<file path="src/rtl/mips_pkg.sv">
// Shared definitions for the five-stage MIPS core's hazard logic.
// Holds the forward-select encoding, Tnew/Tuse constants, the stage-entry layout and
// small helpers used by the hazard controller's match and priority logic.
package mips_pkg;

  localparam int unsigned REG_W      = 5;
  localparam int unsigned TNEW_W_DEF = 2;

  // Forward select encoding
  localparam logic [1:0] FWD_NONE = 2'b00;
  localparam logic [1:0] FWD_E    = 2'b01;
  localparam logic [1:0] FWD_M    = 2'b10;
  localparam logic [1:0] FWD_W    = 2'b11;

  // Result latency measured at E entry
  localparam logic [TNEW_W_DEF-1:0] TNEW_LINK = 2'd0;
  localparam logic [TNEW_W_DEF-1:0] TNEW_ALU  = 2'd1;
  localparam logic [TNEW_W_DEF-1:0] TNEW_LOAD = 2'd2;

  // Tuse value meaning the operand is not read at all
  localparam logic [TNEW_W_DEF-1:0] TUSE_NONE = 2'd3;

  typedef struct packed {
    logic                  valid;
    logic [REG_W-1:0]      a3;
    logic                  we;
    logic [TNEW_W_DEF-1:0] tnew;
    logic [REG_W-1:0]      rs;
    logic [REG_W-1:0]      rt;
  } stage_t;

  // An in-flight entry is live for r when it will write r; $0 never matches.
  function automatic logic is_live(logic valid, logic we, logic [REG_W-1:0] a3,
                                   logic [REG_W-1:0] r);
    return valid && we && (a3 == r) && (r != '0);
  endfunction

  // Nearest-first select: a live-but-not-ready near producer blocks the older one.
  function automatic logic [1:0] pick_fwd(logic live_near, logic rdy_near, logic [1:0] sel_near,
                                          logic live_far, logic rdy_far, logic [1:0] sel_far);
    if (live_near) begin
      return rdy_near ? sel_near : FWD_NONE;
    end
    if (live_far && rdy_far) begin
      return sel_far;
    end
    return FWD_NONE;
  endfunction

endpackage

</file>
<file path="src/rtl/hazard_stage_reg.sv">
// One pipeline tracking entry (valid, a3, we, tnew, rs, rt) for the hazard controller.
// Ports: clk_i/rst_ni (synchronous, active low), bubble_i loads an empty entry,
// *_i next-stage fields, *_o current entry. DecTnew selects saturating tnew decrement on load.
module hazard_stage_reg
  import mips_pkg::*;
#(
  parameter int unsigned TNEW_W  = 2,
  parameter bit          DecTnew = 1'b1
) (
  input  logic              clk_i,
  input  logic              rst_ni,
  input  logic              bubble_i,
  input  logic              valid_i,
  input  logic [REG_W-1:0]  a3_i,
  input  logic              we_i,
  input  logic [TNEW_W-1:0] tnew_i,
  input  logic [REG_W-1:0]  rs_i,
  input  logic [REG_W-1:0]  rt_i,
  output logic              valid_o,
  output logic [REG_W-1:0]  a3_o,
  output logic              we_o,
  output logic [TNEW_W-1:0] tnew_o,
  output logic [REG_W-1:0]  rs_o,
  output logic [REG_W-1:0]  rt_o
);

  logic              valid_d, valid_q;
  logic [REG_W-1:0]  a3_d, a3_q;
  logic              we_d, we_q;
  logic [TNEW_W-1:0] tnew_d, tnew_q;
  logic [REG_W-1:0]  rs_d, rs_q;
  logic [REG_W-1:0]  rt_d, rt_q;

  always_comb begin
    valid_d = valid_i;
    a3_d    = a3_i;
    we_d    = we_i;
    tnew_d  = tnew_i;
    rs_d    = rs_i;
    rt_d    = rt_i;
    if (DecTnew && (tnew_i != '0)) begin
      tnew_d = tnew_i - TNEW_W'(1);
    end
    if (bubble_i) begin
      valid_d = 1'b0;
      a3_d    = '0;
      we_d    = 1'b0;
      tnew_d  = '0;
      rs_d    = '0;
      rt_d    = '0;
    end
  end

  always_ff @(posedge clk_i) begin
    if (!rst_ni) begin
      valid_q <= 1'b0;
      a3_q    <= '0;
      we_q    <= 1'b0;
      tnew_q  <= '0;
      rs_q    <= '0;
      rt_q    <= '0;
    end else begin
      valid_q <= valid_d;
      a3_q    <= a3_d;
      we_q    <= we_d;
      tnew_q  <= tnew_d;
      rs_q    <= rs_d;
      rt_q    <= rt_d;
    end
  end

  assign valid_o = valid_q;
  assign a3_o    = a3_q;
  assign we_o    = we_q;
  assign tnew_o  = tnew_q;
  assign rs_o    = rs_q;
  assign rt_o    = rt_q;

endmodule

</file>
<file path="src/rtl/hazard_ctrl.sv">
// Pipeline hazard controller: tracks in-flight GRF writes through E, M and W and drives the
// D-stage stall plus forwarding selects for D, E and M operand reads.
// Ports: clk, reset (synchronous, active low); D-stage rs/rt/Tuse, a3/we/tnew, md_D, mdu_busy;
// outputs stall and fwd_rs_D, fwd_rt_D, fwd_rs_E, fwd_rt_E, fwd_rt_M (all combinational).
module hazard_ctrl
  import mips_pkg::*;
#(
  parameter int unsigned TNEW_W = 2
) (
  input  logic              clk,
  input  logic              reset,
  input  logic [REG_W-1:0]  rs_D,
  input  logic [REG_W-1:0]  rt_D,
  input  logic [TNEW_W-1:0] tuse_rs_D,
  input  logic [TNEW_W-1:0] tuse_rt_D,
  input  logic [REG_W-1:0]  a3_D,
  input  logic              we_D,
  input  logic [TNEW_W-1:0] tnew_D,
  input  logic              md_D,
  input  logic              mdu_busy,
  output logic              stall,
  output logic [1:0]        fwd_rs_D,
  output logic [1:0]        fwd_rt_D,
  output logic [1:0]        fwd_rs_E,
  output logic [1:0]        fwd_rt_E,
  output logic [1:0]        fwd_rt_M
);

  localparam logic [TNEW_W-1:0] TuseNoneW = TNEW_W'(TUSE_NONE);

  logic              e_valid, m_valid, w_valid;
  logic [REG_W-1:0]  e_a3, m_a3, w_a3;
  logic              e_we, m_we, w_we;
  logic [TNEW_W-1:0] e_tnew, m_tnew, w_tnew;
  logic [REG_W-1:0]  e_rs, m_rs, w_rs;
  logic [REG_W-1:0]  e_rt, m_rt, w_rt;
  logic              stall_raw;

  hazard_stage_reg #(.TNEW_W(TNEW_W), .DecTnew(1'b0)) u_stage_e (
    .clk_i(clk), .rst_ni(reset), .bubble_i(stall_raw),
    .valid_i(1'b1), .a3_i(a3_D), .we_i(we_D), .tnew_i(tnew_D), .rs_i(rs_D), .rt_i(rt_D),
    .valid_o(e_valid), .a3_o(e_a3), .we_o(e_we), .tnew_o(e_tnew), .rs_o(e_rs), .rt_o(e_rt)
  );

  hazard_stage_reg #(.TNEW_W(TNEW_W), .DecTnew(1'b1)) u_stage_m (
    .clk_i(clk), .rst_ni(reset), .bubble_i(1'b0),
    .valid_i(e_valid), .a3_i(e_a3), .we_i(e_we), .tnew_i(e_tnew), .rs_i(e_rs), .rt_i(e_rt),
    .valid_o(m_valid), .a3_o(m_a3), .we_o(m_we), .tnew_o(m_tnew), .rs_o(m_rs), .rt_o(m_rt)
  );

  hazard_stage_reg #(.TNEW_W(TNEW_W), .DecTnew(1'b1)) u_stage_w (
    .clk_i(clk), .rst_ni(reset), .bubble_i(1'b0),
    .valid_i(m_valid), .a3_i(m_a3), .we_i(m_we), .tnew_i(m_tnew), .rs_i(m_rs), .rt_i(m_rt),
    .valid_o(w_valid), .a3_o(w_a3), .we_o(w_we), .tnew_o(w_tnew), .rs_o(w_rs), .rt_o(w_rt)
  );

  // Operand numbers of the W entry are never read again.
  logic unused_w_regs;
  assign unused_w_regs = ^{w_rs, w_rt};

  logic e_rdy, m_rdy, w_rdy;
  assign e_rdy = (e_tnew == '0);
  assign m_rdy = (m_tnew == '0);
  assign w_rdy = (w_tnew == '0);

  logic rs_d_e, rs_d_m, rt_d_e, rt_d_m;
  logic rs_e_m, rs_e_w, rt_e_m, rt_e_w, rt_m_w;
  assign rs_d_e = is_live(e_valid, e_we, e_a3, rs_D);
  assign rs_d_m = is_live(m_valid, m_we, m_a3, rs_D);
  assign rt_d_e = is_live(e_valid, e_we, e_a3, rt_D);
  assign rt_d_m = is_live(m_valid, m_we, m_a3, rt_D);
  assign rs_e_m = is_live(m_valid, m_we, m_a3, e_rs);
  assign rs_e_w = is_live(w_valid, w_we, w_a3, e_rs);
  assign rt_e_m = is_live(m_valid, m_we, m_a3, e_rt);
  assign rt_e_w = is_live(w_valid, w_we, w_a3, e_rt);
  assign rt_m_w = is_live(w_valid, w_we, w_a3, m_rt);

  // Producer result arrives later than the reader needs it.
  function automatic logic too_late(logic live, logic [TNEW_W-1:0] tnew,
                                    logic [TNEW_W-1:0] tuse);
    return live && (tuse != TuseNoneW) && (tnew > tuse);
  endfunction

  assign stall_raw = (md_D & mdu_busy)
                   | too_late(rs_d_e, e_tnew, tuse_rs_D) | too_late(rs_d_m, m_tnew, tuse_rs_D)
                   | too_late(rt_d_e, e_tnew, tuse_rt_D) | too_late(rt_d_m, m_tnew, tuse_rt_D);

  // Outputs are forced to zero while reset is asserted, even before state has been cleared.
  assign stall    = reset & stall_raw;
  assign fwd_rs_D = reset ? pick_fwd(rs_d_e, e_rdy, FWD_E, rs_d_m, m_rdy, FWD_M) : FWD_NONE;
  assign fwd_rt_D = reset ? pick_fwd(rt_d_e, e_rdy, FWD_E, rt_d_m, m_rdy, FWD_M) : FWD_NONE;
  assign fwd_rs_E = reset ? pick_fwd(rs_e_m, m_rdy, FWD_M, rs_e_w, w_rdy, FWD_W) : FWD_NONE;
  assign fwd_rt_E = reset ? pick_fwd(rt_e_m, m_rdy, FWD_M, rt_e_w, w_rdy, FWD_W) : FWD_NONE;
  assign fwd_rt_M = reset ? pick_fwd(rt_m_w, w_rdy, FWD_W, 1'b0, 1'b0, FWD_NONE) : FWD_NONE;

endmodule

</file>
<file path="config.mk">
export PLATFORM = sky130hd
export DESIGN_NAME = hazard_ctrl
export DESIGN_NICKNAME = d
export VERILOG_FILES = /design/src/rtl/mips_pkg.sv /design/src/rtl/hazard_stage_reg.sv /design/src/rtl/hazard_ctrl.sv
export SDC_FILE = /design/constraint.sdc
export NUM_CORES = 1
export LEC_CHECK = 0
export ABC_AREA = 0
export BUFFER_PORTS_ARGS = -buffer_cell sky130_fd_sc_hd__buf_2
export CORE_AREA = 10 10 94 113
export DETAILED_ROUTE_END_ITERATION = 6
export DIE_AREA = 0 0 104 123
export GPL_TIMING_DRIVEN = 1
export SKIP_LAST_GASP = 1
export SLEW_MARGIN = 20
export SYNTH_ARGS = -nofsm -noshare
export SYNTH_HDL_FRONTEND = slang
export SYNTH_SLANG_ARGS = --single-unit
</file>
<file path="constraint.sdc">
create_clock -name clk -period 1.5 [get_ports clk]
set_clock_uncertainty 0.15 [all_clocks]
set_input_delay 0.075 -clock clk [delete_from_list [all_inputs] [get_ports clk]]
set_output_delay 0.075 -clock clk [all_outputs]
set_load 0.05 [all_outputs]
</file>
==> results of run 1 <==
==> flip-flops by register name (all words and copies together) (netlist names) <==
| name | count |
|---|---|
| u_stage_m.valid_o | 1 |
| u_stage_w.a3_o | 5 |
| u_stage_e.valid_o | 1 |
| u_stage_w.tnew_o | 2 |
| u_stage_e.a3_o | 5 |
| u_stage_w.we_o | 1 |
| u_stage_m.tnew_o | 2 |
| u_stage_e.rt_o | 5 |
| u_stage_w.valid_o | 1 |
| u_stage_e.tnew_o | 2 |
| u_stage_e.we_o | 1 |
| u_stage_m.we_o | 1 |
| u_stage_m.a3_o | 5 |
| u_stage_e.rs_o | 5 |
| u_stage_m.rt_o | 5 |
==> metal layers <==
| metal | vias to the layer above | wire length, um |
|---|---|---|
| met1 | 930 | 2400 |
| met2 | 44 | 3480 |
| met3 | 14 | 211 |
| met4 | 0 | 173 |
| met5 | - | 0 |
| li1 | 973 | - |
==> layout by cell type (no fill, tap or decap), types with 4 or more instances in the layout <==
| cell type | count |
|---|---|
| nor2_1 | 10 |
| dfxtp_4 | 7 |
| xnor2_2 | 6 |
| inv_2 | 4 |
| buf_4 | 42 |
| clkbuf_8 | 5 |
| dlygate4sd3_1 | 16 |
| ha_1 | 4 |
| ha_4 | 4 |
| dfxtp_2 | 22 |
| nand4_1 | 7 |
| inv_1 | 6 |
| xor2_1 | 16 |
| and3_4 | 9 |
| buf_2 | 25 |
| and3_1 | 10 |
| dfxtp_1 | 13 |
| buf_6 | 16 |
| xnor2_1 | 16 |
| and2_1 | 20 |
| buf_8 | 7 |
| nand2_1 | 10 |
==> power by group through the flow <==
stage / Clock [uW] / Sequential [uW] / Combinational, uW
after floorplan: 0 / 1230 / 226
final: 896 / 1210 / 548
after global placement: 0 / 1230 / 397
after global routing: 951 / 1220 / 599
after detailed placement: 0 / 1230 / 408
after CTS: 931 / 1210 / 506
==> worst paths after layout <==
check	cells after the start	from	endpoint	slack, ns
max	6	u_stage_e.rs_o[2]	fwd_rs_E[1]	-0.71
min	3	rt_D[3]	u_stage_e.rt_o[3]	0.07
max reg2reg	9	u_stage_e.a3_o[2]	u_stage_e.rs_o[1]	-0.64
min reg2reg	1	u_stage_m.we_o	u_stage_w.we_o	0.32
==> metrics by stage <==
step,setup slack (ns),util
final,-0.708,0.426
after global routing,-0.736,0.426
after CTS,-0.679,0.407
after detailed placement,-0.456,0.337
after global placement,-0.442,0.337
after floorplan,-0.505,-
==> cell families (layout without fill, tap and decap cells) <==
kind of cell / count (synthesis) / in the layout / share of synthesized area
and+or+nand+nor: 97 / 97 / 0.265
DFF: 42 / 42 / 0.408
xor gates and xnor gates: 38 / 38 / 0.161
buffers and inverters: 20 / 127 / 0.0473
AOI/OAI and AO/OA: 17 / 17 / 0.0643
adders and majority gates: 8 / 8 / 0.0485
muxes: 1 / 1 / 0.00546
==> critical path, stage by stage (launching register included) <==
cell and delay [ns]:
dfxtp_2 0.35, buf_6 0.12, xnor2_2 0.15, nand3_1 0.09, or4_4 0.51, mux2_4 0.32
buf_8 0.15
==> what timing repair did <==
item | CTS | global route
pin swaps | 20 | 18
gates cloned | 1 | 0
hold endpoints to repair | 16 | 0
hold buffers | 16 | 0
gates resized for setup | 64 | 31
setup buffers | 6 | 4
endpoints found under the setup margin | 30 | 30
==> layout make-up <==
| class | instances | area [um2] |
|---|---|---|
| repair buffers | 109 | 953 |
| clock buffers | 5 | 68.8 |
| clock inverters | 3 | 45.0 |
| well taps | 117 | 146 |
| multi-input cells | 161 | 1440 |
| flip-flops and latches | 42 | 895 |
| inverters | 10 | 37.5 |
| fillers | 857 | 4840 |
==> impl_metrics.csv, run 1 <==
group,metric,value,unit
place,portBuffers,36,
logic_synthesis,yosysSeqAreaShare,0.408,
timing,finalHoldViolCount,0,
worst_setup_path,end_kind,"primary output",
outcome,status,"finished, violations left",
finish,final_cells,447,
cts,clk_latency,0.30,ns
timing,rsz0062_at_grt,"true",
flow_run,maxCapViolCount,0,
floorplan,rows,37,
timing,fin_crit_sh,1.47,
logic_synthesis,yosysTopAreaCell,"dfxtp_1",
timing,setup_viol,30,
pwr,power,2650,uW
outcome,violations,"setup timing",
cts,cts_sinks,42,
cts,htreeDepth,2,
logic_synthesis,synth.most_common_cell,"dfxtp_1",
pwr,swShare,0.257,
timing,min_period,2.21,ns
global_routing,antenna_found_initial,0,
place,gp_congestion,0.814,
floorplan,fp.dieW,104,um
worst_setup_path,criticalPathCategory,"register to primary output",
logic_synthesis,synth_edf_count,0,
detailed_routing,detail_route.wl_per_cell,14.0,um
global_routing,met2_usage,0.191,
floorplan,die_y,123,um
floorplan,core-area,0.00843,mm2
global_routing,grt_util_met3,0.0193,
logic_synthesis,synth_ff_type,"dfxtp_1",
detailed_routing,drt-initial-drc-count,76,
global_routing,grt_max_degree,34,
cts,cts_buffers,5,
pwr,combPwrFrac,0.207,
detailed_routing,ant_nets,0,
logic_synthesis,yosysWarnings,0,
pwr,power.internal,1970,uW
global_routing,grt_overflow,0,
pwr,leakage,0.00153,uW
cts,root_buffer,"clkbuf_8",
floorplan,io_pins,37,
logic_synthesis,ys_types,35,
timing,setup-tns-final,-15.53,ns
pwr,p_seq_frac,0.456,
global_routing,track_usage,0.0958,
timing,drv_slew,0,
worst_setup_path,cp-start-kind,"register",
pwr,power_switching,680,uW
logic_synthesis,syn_area_per_cell,9.25,um2
timing,max_freq,0.453,GHz
worst_setup_path,crit_arrival,1.98,ns
logic_synthesis,synthTopCellsByCount,"dfxtp_1, xnor2_1, and2_1, and3_1, xor2_1",
worst_hold_path,hold_path.class,"input pin to register",
finish,layout-drive-gt1-share,0.555,
finish,final_area,0.00359,mm2
timing,setup_ws,-0.708,ns
detailed_routing,drc,0,
place,placed_cell_area,0.00284,mm2
place,place_inst,416,
timing,whs,0.0699,ns
timing,relSlewSlack,0.802,
cts,cts_tree,"built",
floorplan,dieArea,0.0128,mm2
detailed_routing,drt_first_pass_iters,4,
timing,worst_pin_slew,0.295,ns
finish,diodes,0,
logic_synthesis,syn_nets,257,
detailed_routing,vias_per_cell,4.39,
cts,cts_max_path_buffers,2,
global_routing,grt-busiest-layer,"met2",
logic_synthesis,syn_inst,223,
floorplan,start_util,0.245,
worst_setup_path,cp_max_fo,3,
logic_synthesis,syn_area,0.00206,mm2
pwr,pwr_density_cell,740,mW/mm2
detailed_routing,wl,6.27,mm
pwr,p_clk_frac,0.338,
detailed_routing,vias,1961,
global_routing,grt_use_met1,0.0920,
worst_setup_path,crit_required,1.27,ns
pwr,worst_ir_drop_vdd,0.507,mV
global_routing,grt_pass1_vias,2144,
logic_synthesis,ys_async_sr_fraction,0,
finish,syn2layout_area_growth,73.9,%
place,dp_hpwl,4.55,mm
finish,fin_nets,363,
logic_synthesis,ys_seq_elements,42,
cts,cts.clk_slew.worst_paths,0.08,ns
logic_synthesis,yosysTopAreaCellShare,0.408,
global_routing,grt_pass1_wl,9.96,mm
logic_synthesis,synth_area_leaders,"dfxtp_1, xnor2_1, xor2_1, and2_1, and3_1",
No activity file was read; power rests on OpenSTA's default activity.
==> run 2, diff against run 1 <==
ABC_AREA = 1   (was 0)
CORE_AREA = 10 10 99 118   (was 10 10 94 113)
DIE_AREA = 0 0 109 128   (was 0 0 104 123)
==> impl_metrics.csv, run 2 <==
group,metric,value,unit
detailed_routing,wl_met1,2.92,mm
logic_synthesis,synth_edf_count,0,
logic_synthesis,yosysTopAreaCell,"dfxtp_1",
floorplan,io_pins,37,
finish,fillers,916,
detailed_routing,wl,6.94,mm
detailed_routing,wl_met2,3.66,mm
finish,layout_commonest_cell,"nand2_1",
cts,cts_max_path_buffers,2,
outcome,status,"finished, violations left",
place,placed_cell_area,0.00305,mm2
worst_setup_path,criticalPathCategory,"register to primary output",
detailed_routing,vias,2407,
logic_synthesis,yosysTopAreaCellShare,0.367,
cts,htreeDepth,2,
logic_synthesis,synth.most_common_cell,"nand2_1",
place,dp_hpwl,5.24,mm
timing,setup_ws,-0.403,ns
detailed_routing,drt-initial-drc-count,91,
global_routing,grt_overflow,0,
cts,cts_buffers,5,
worst_hold_path,worstHoldPathCells,4,
floorplan,core-area,0.00942,mm2
global_routing,grt_pass1_wl,11.6,mm
global_routing,antenna_found_initial,0,
flow_run,maxCapViolCount,0,
cts,cts_sinks,42,
worst_setup_path,cp-start-kind,"register",
logic_synthesis,synthTopCellsByCount,"nand2_1, inv_1, dfxtp_1, nor2_1, a21oi_1",
finish,seq_area,896,um2
timing,max_freq,0.526,GHz
timing,finalHoldViolCount,0,
worst_setup_path,end_kind,"primary output",
logic_synthesis,synth_ff_type,"dfxtp_1",
detailed_routing,detail_route.wl_per_cell,12.2,um
detailed_routing,drt_first_pass_iters,4,
finish,final_cells,570,
worst_setup_path,crit_arrival,1.68,ns
logic_synthesis,ys_types,28,
timing,relSlewSlack,0.733,
finish,syn2layout_area_growth,67.7,%
logic_synthesis,syn_nets,372,
logic_synthesis,ys_seq_elements,42,
logic_synthesis,syn_inst,338,
detailed_routing,dr_wl_met3,240,um
pwr,pwr_density_cell,735,mW/mm2
detailed_routing,top_layer,"met4",
logic_synthesis,yosysSeqAreaShare,0.367,
logic_synthesis,yosysWarnings,0,
timing,whs,0.0303,ns
logic_synthesis,synth_area_leaders,"dfxtp_1, nand2_1, inv_1, nor2_1, ha_1",
place,place_inst,538,
place,portBuffers,36,
finish,layout-drive-gt1-share,0.497,
logic_synthesis,syn_area_per_cell,6.78,um2
pwr,power,2830,uW
detailed_routing,ant_nets,0,
detailed_routing,vias_per_cell,4.22,
floorplan,fp.dieW,109,um
timing,min_period,1.90,ns
timing,fin_crit_sh,1.27,
timing,worst_pin_slew,0.397,ns
global_routing,track_usage,0.102,
worst_hold_path,hold_path.class,"input pin to register",
finish,diodes,0,
timing,rsz0062_at_grt,"true",
finish,multi_input_area,0.00146,mm2
global_routing,grt_pass1_vias,2440,
floorplan,rows,39,
pwr,leakage,0.00185,uW
finish,final_area,0.00384,mm2
pwr,worst_ir_drop_vdd,0.517,mV
finish,fin_nets,480,
worst_setup_path,crit_required,1.27,ns
finish,final_cell_mix,"nand2_1, inv_1, buf_4",
cts,cts.clk_slew.worst_paths,0.06,ns
cts,root_buffer,"clkbuf_16",
floorplan,dieArea,0.0140,mm2
cts,clk_latency,0.28,ns
timing,setup_viol,30,
logic_synthesis,syn_area,0.00229,mm2
timing,drv_slew,0,
place,gp_congestion,0.884,
global_routing,grt_max_degree,17,
floorplan,die_y,128,um
logic_synthesis,ys_async_sr_fraction,0,
worst_setup_path,rr_worst_depth,10,
finish,final_util,0.408,
worst_setup_path,cp_max_fo,3,
detailed_routing,drc,0,
floorplan,start_util,0.243,
cts,cts_tree,"built",
outcome,violations,"setup timing",
## run 2: changes by cell type after synthesis, sizes merged, moves of 12 or more
cell | before | now
nand2 | 11 | 83
nor2 | 14 | 43
a21oi | 5 | 17
and3 | 19 | 0
xnor2 | 22 | 6
xor2 | 16 | 3
inv | 10 | 77
and2 | 21 | 0
## run 2: cell families after synthesis
group / after synthesis / share of synthesized area
and+or+nand+nor: 160 / 0.312
buffers and inverters: 83 / 0.148
DFF: 42 / 0.367
AOI/OAI and AO/OA: 36 / 0.0955
xor gates and xnor gates: 9 / 0.0344
adders and majority gates: 8 / 0.0437
## run 2: through the flow
step | setup TNS, ns | setup slack, ns
after floorplan | -0.889 | -0.170
after global placement | -5.62 | -0.247
after detailed placement | -6.38 | -0.271
after CTS | -8.29 | -0.407
after global routing | -11.21 | -0.484
final | -8.54 | -0.403
## run 2: final timing paths
check | start | endpoint | slack, ns
worst max-delay path | u_stage_e.tnew_o[1] | stall | -0.40
worst min-delay path | reset | u_stage_w.a3_o[0] | 0.03
worst max register to register | u_stage_e.tnew_o[1] | u_stage_e.a3_o[1] | -0.30
worst min register to register | u_stage_e.valid_o | u_stage_m.valid_o | 0.29
## run 2: worst max-delay path, stage by stage, from the launching register on
cell	delay [ns]
dfxtp_4	0.37
ha_4	0.27
a21oi_2	0.06
a21oi_2	0.11
nand3_1	0.09
nand2_1	0.09
nand2_2	0.08
a21oi_4	0.16
buf_6	0.17
## run 2: timing repair
action,4_1_cts,5_1_grt
cloned,1,0
hold endpoints to repair,9,0
setup buffers,11,4
resized for setup,92,41
endpoints found under the setup margin,30,30
hold buffers,9,0
pin swaps,31,30
## run 2: cell type report
type,count,area share
Inverter,77,0.0778
Clock inverter,3,0.00521
Sequential cell,42,0.233
Tap cell,123,0.0400
Timing Repair Buffer,107,0.233
Clock buffer,5,0.0326
Multi-Input combinational cell,213,0.379
## run 2: routing by layer
metal  GRT usage  up-vias
li1            -     1260
met1       0.116     1095
met2       0.185       44
met3      0.0211        8
met4      0.0311        0
met5           0        -
## run 2: where the power goes
| part | switching [uW] | internal, uW |
|---|---|---|
| clock network | 440 | 617 |
| registers | 53.8 | 1160 |
| logic | 277 | 283 |
| total | 771 | 2060 |
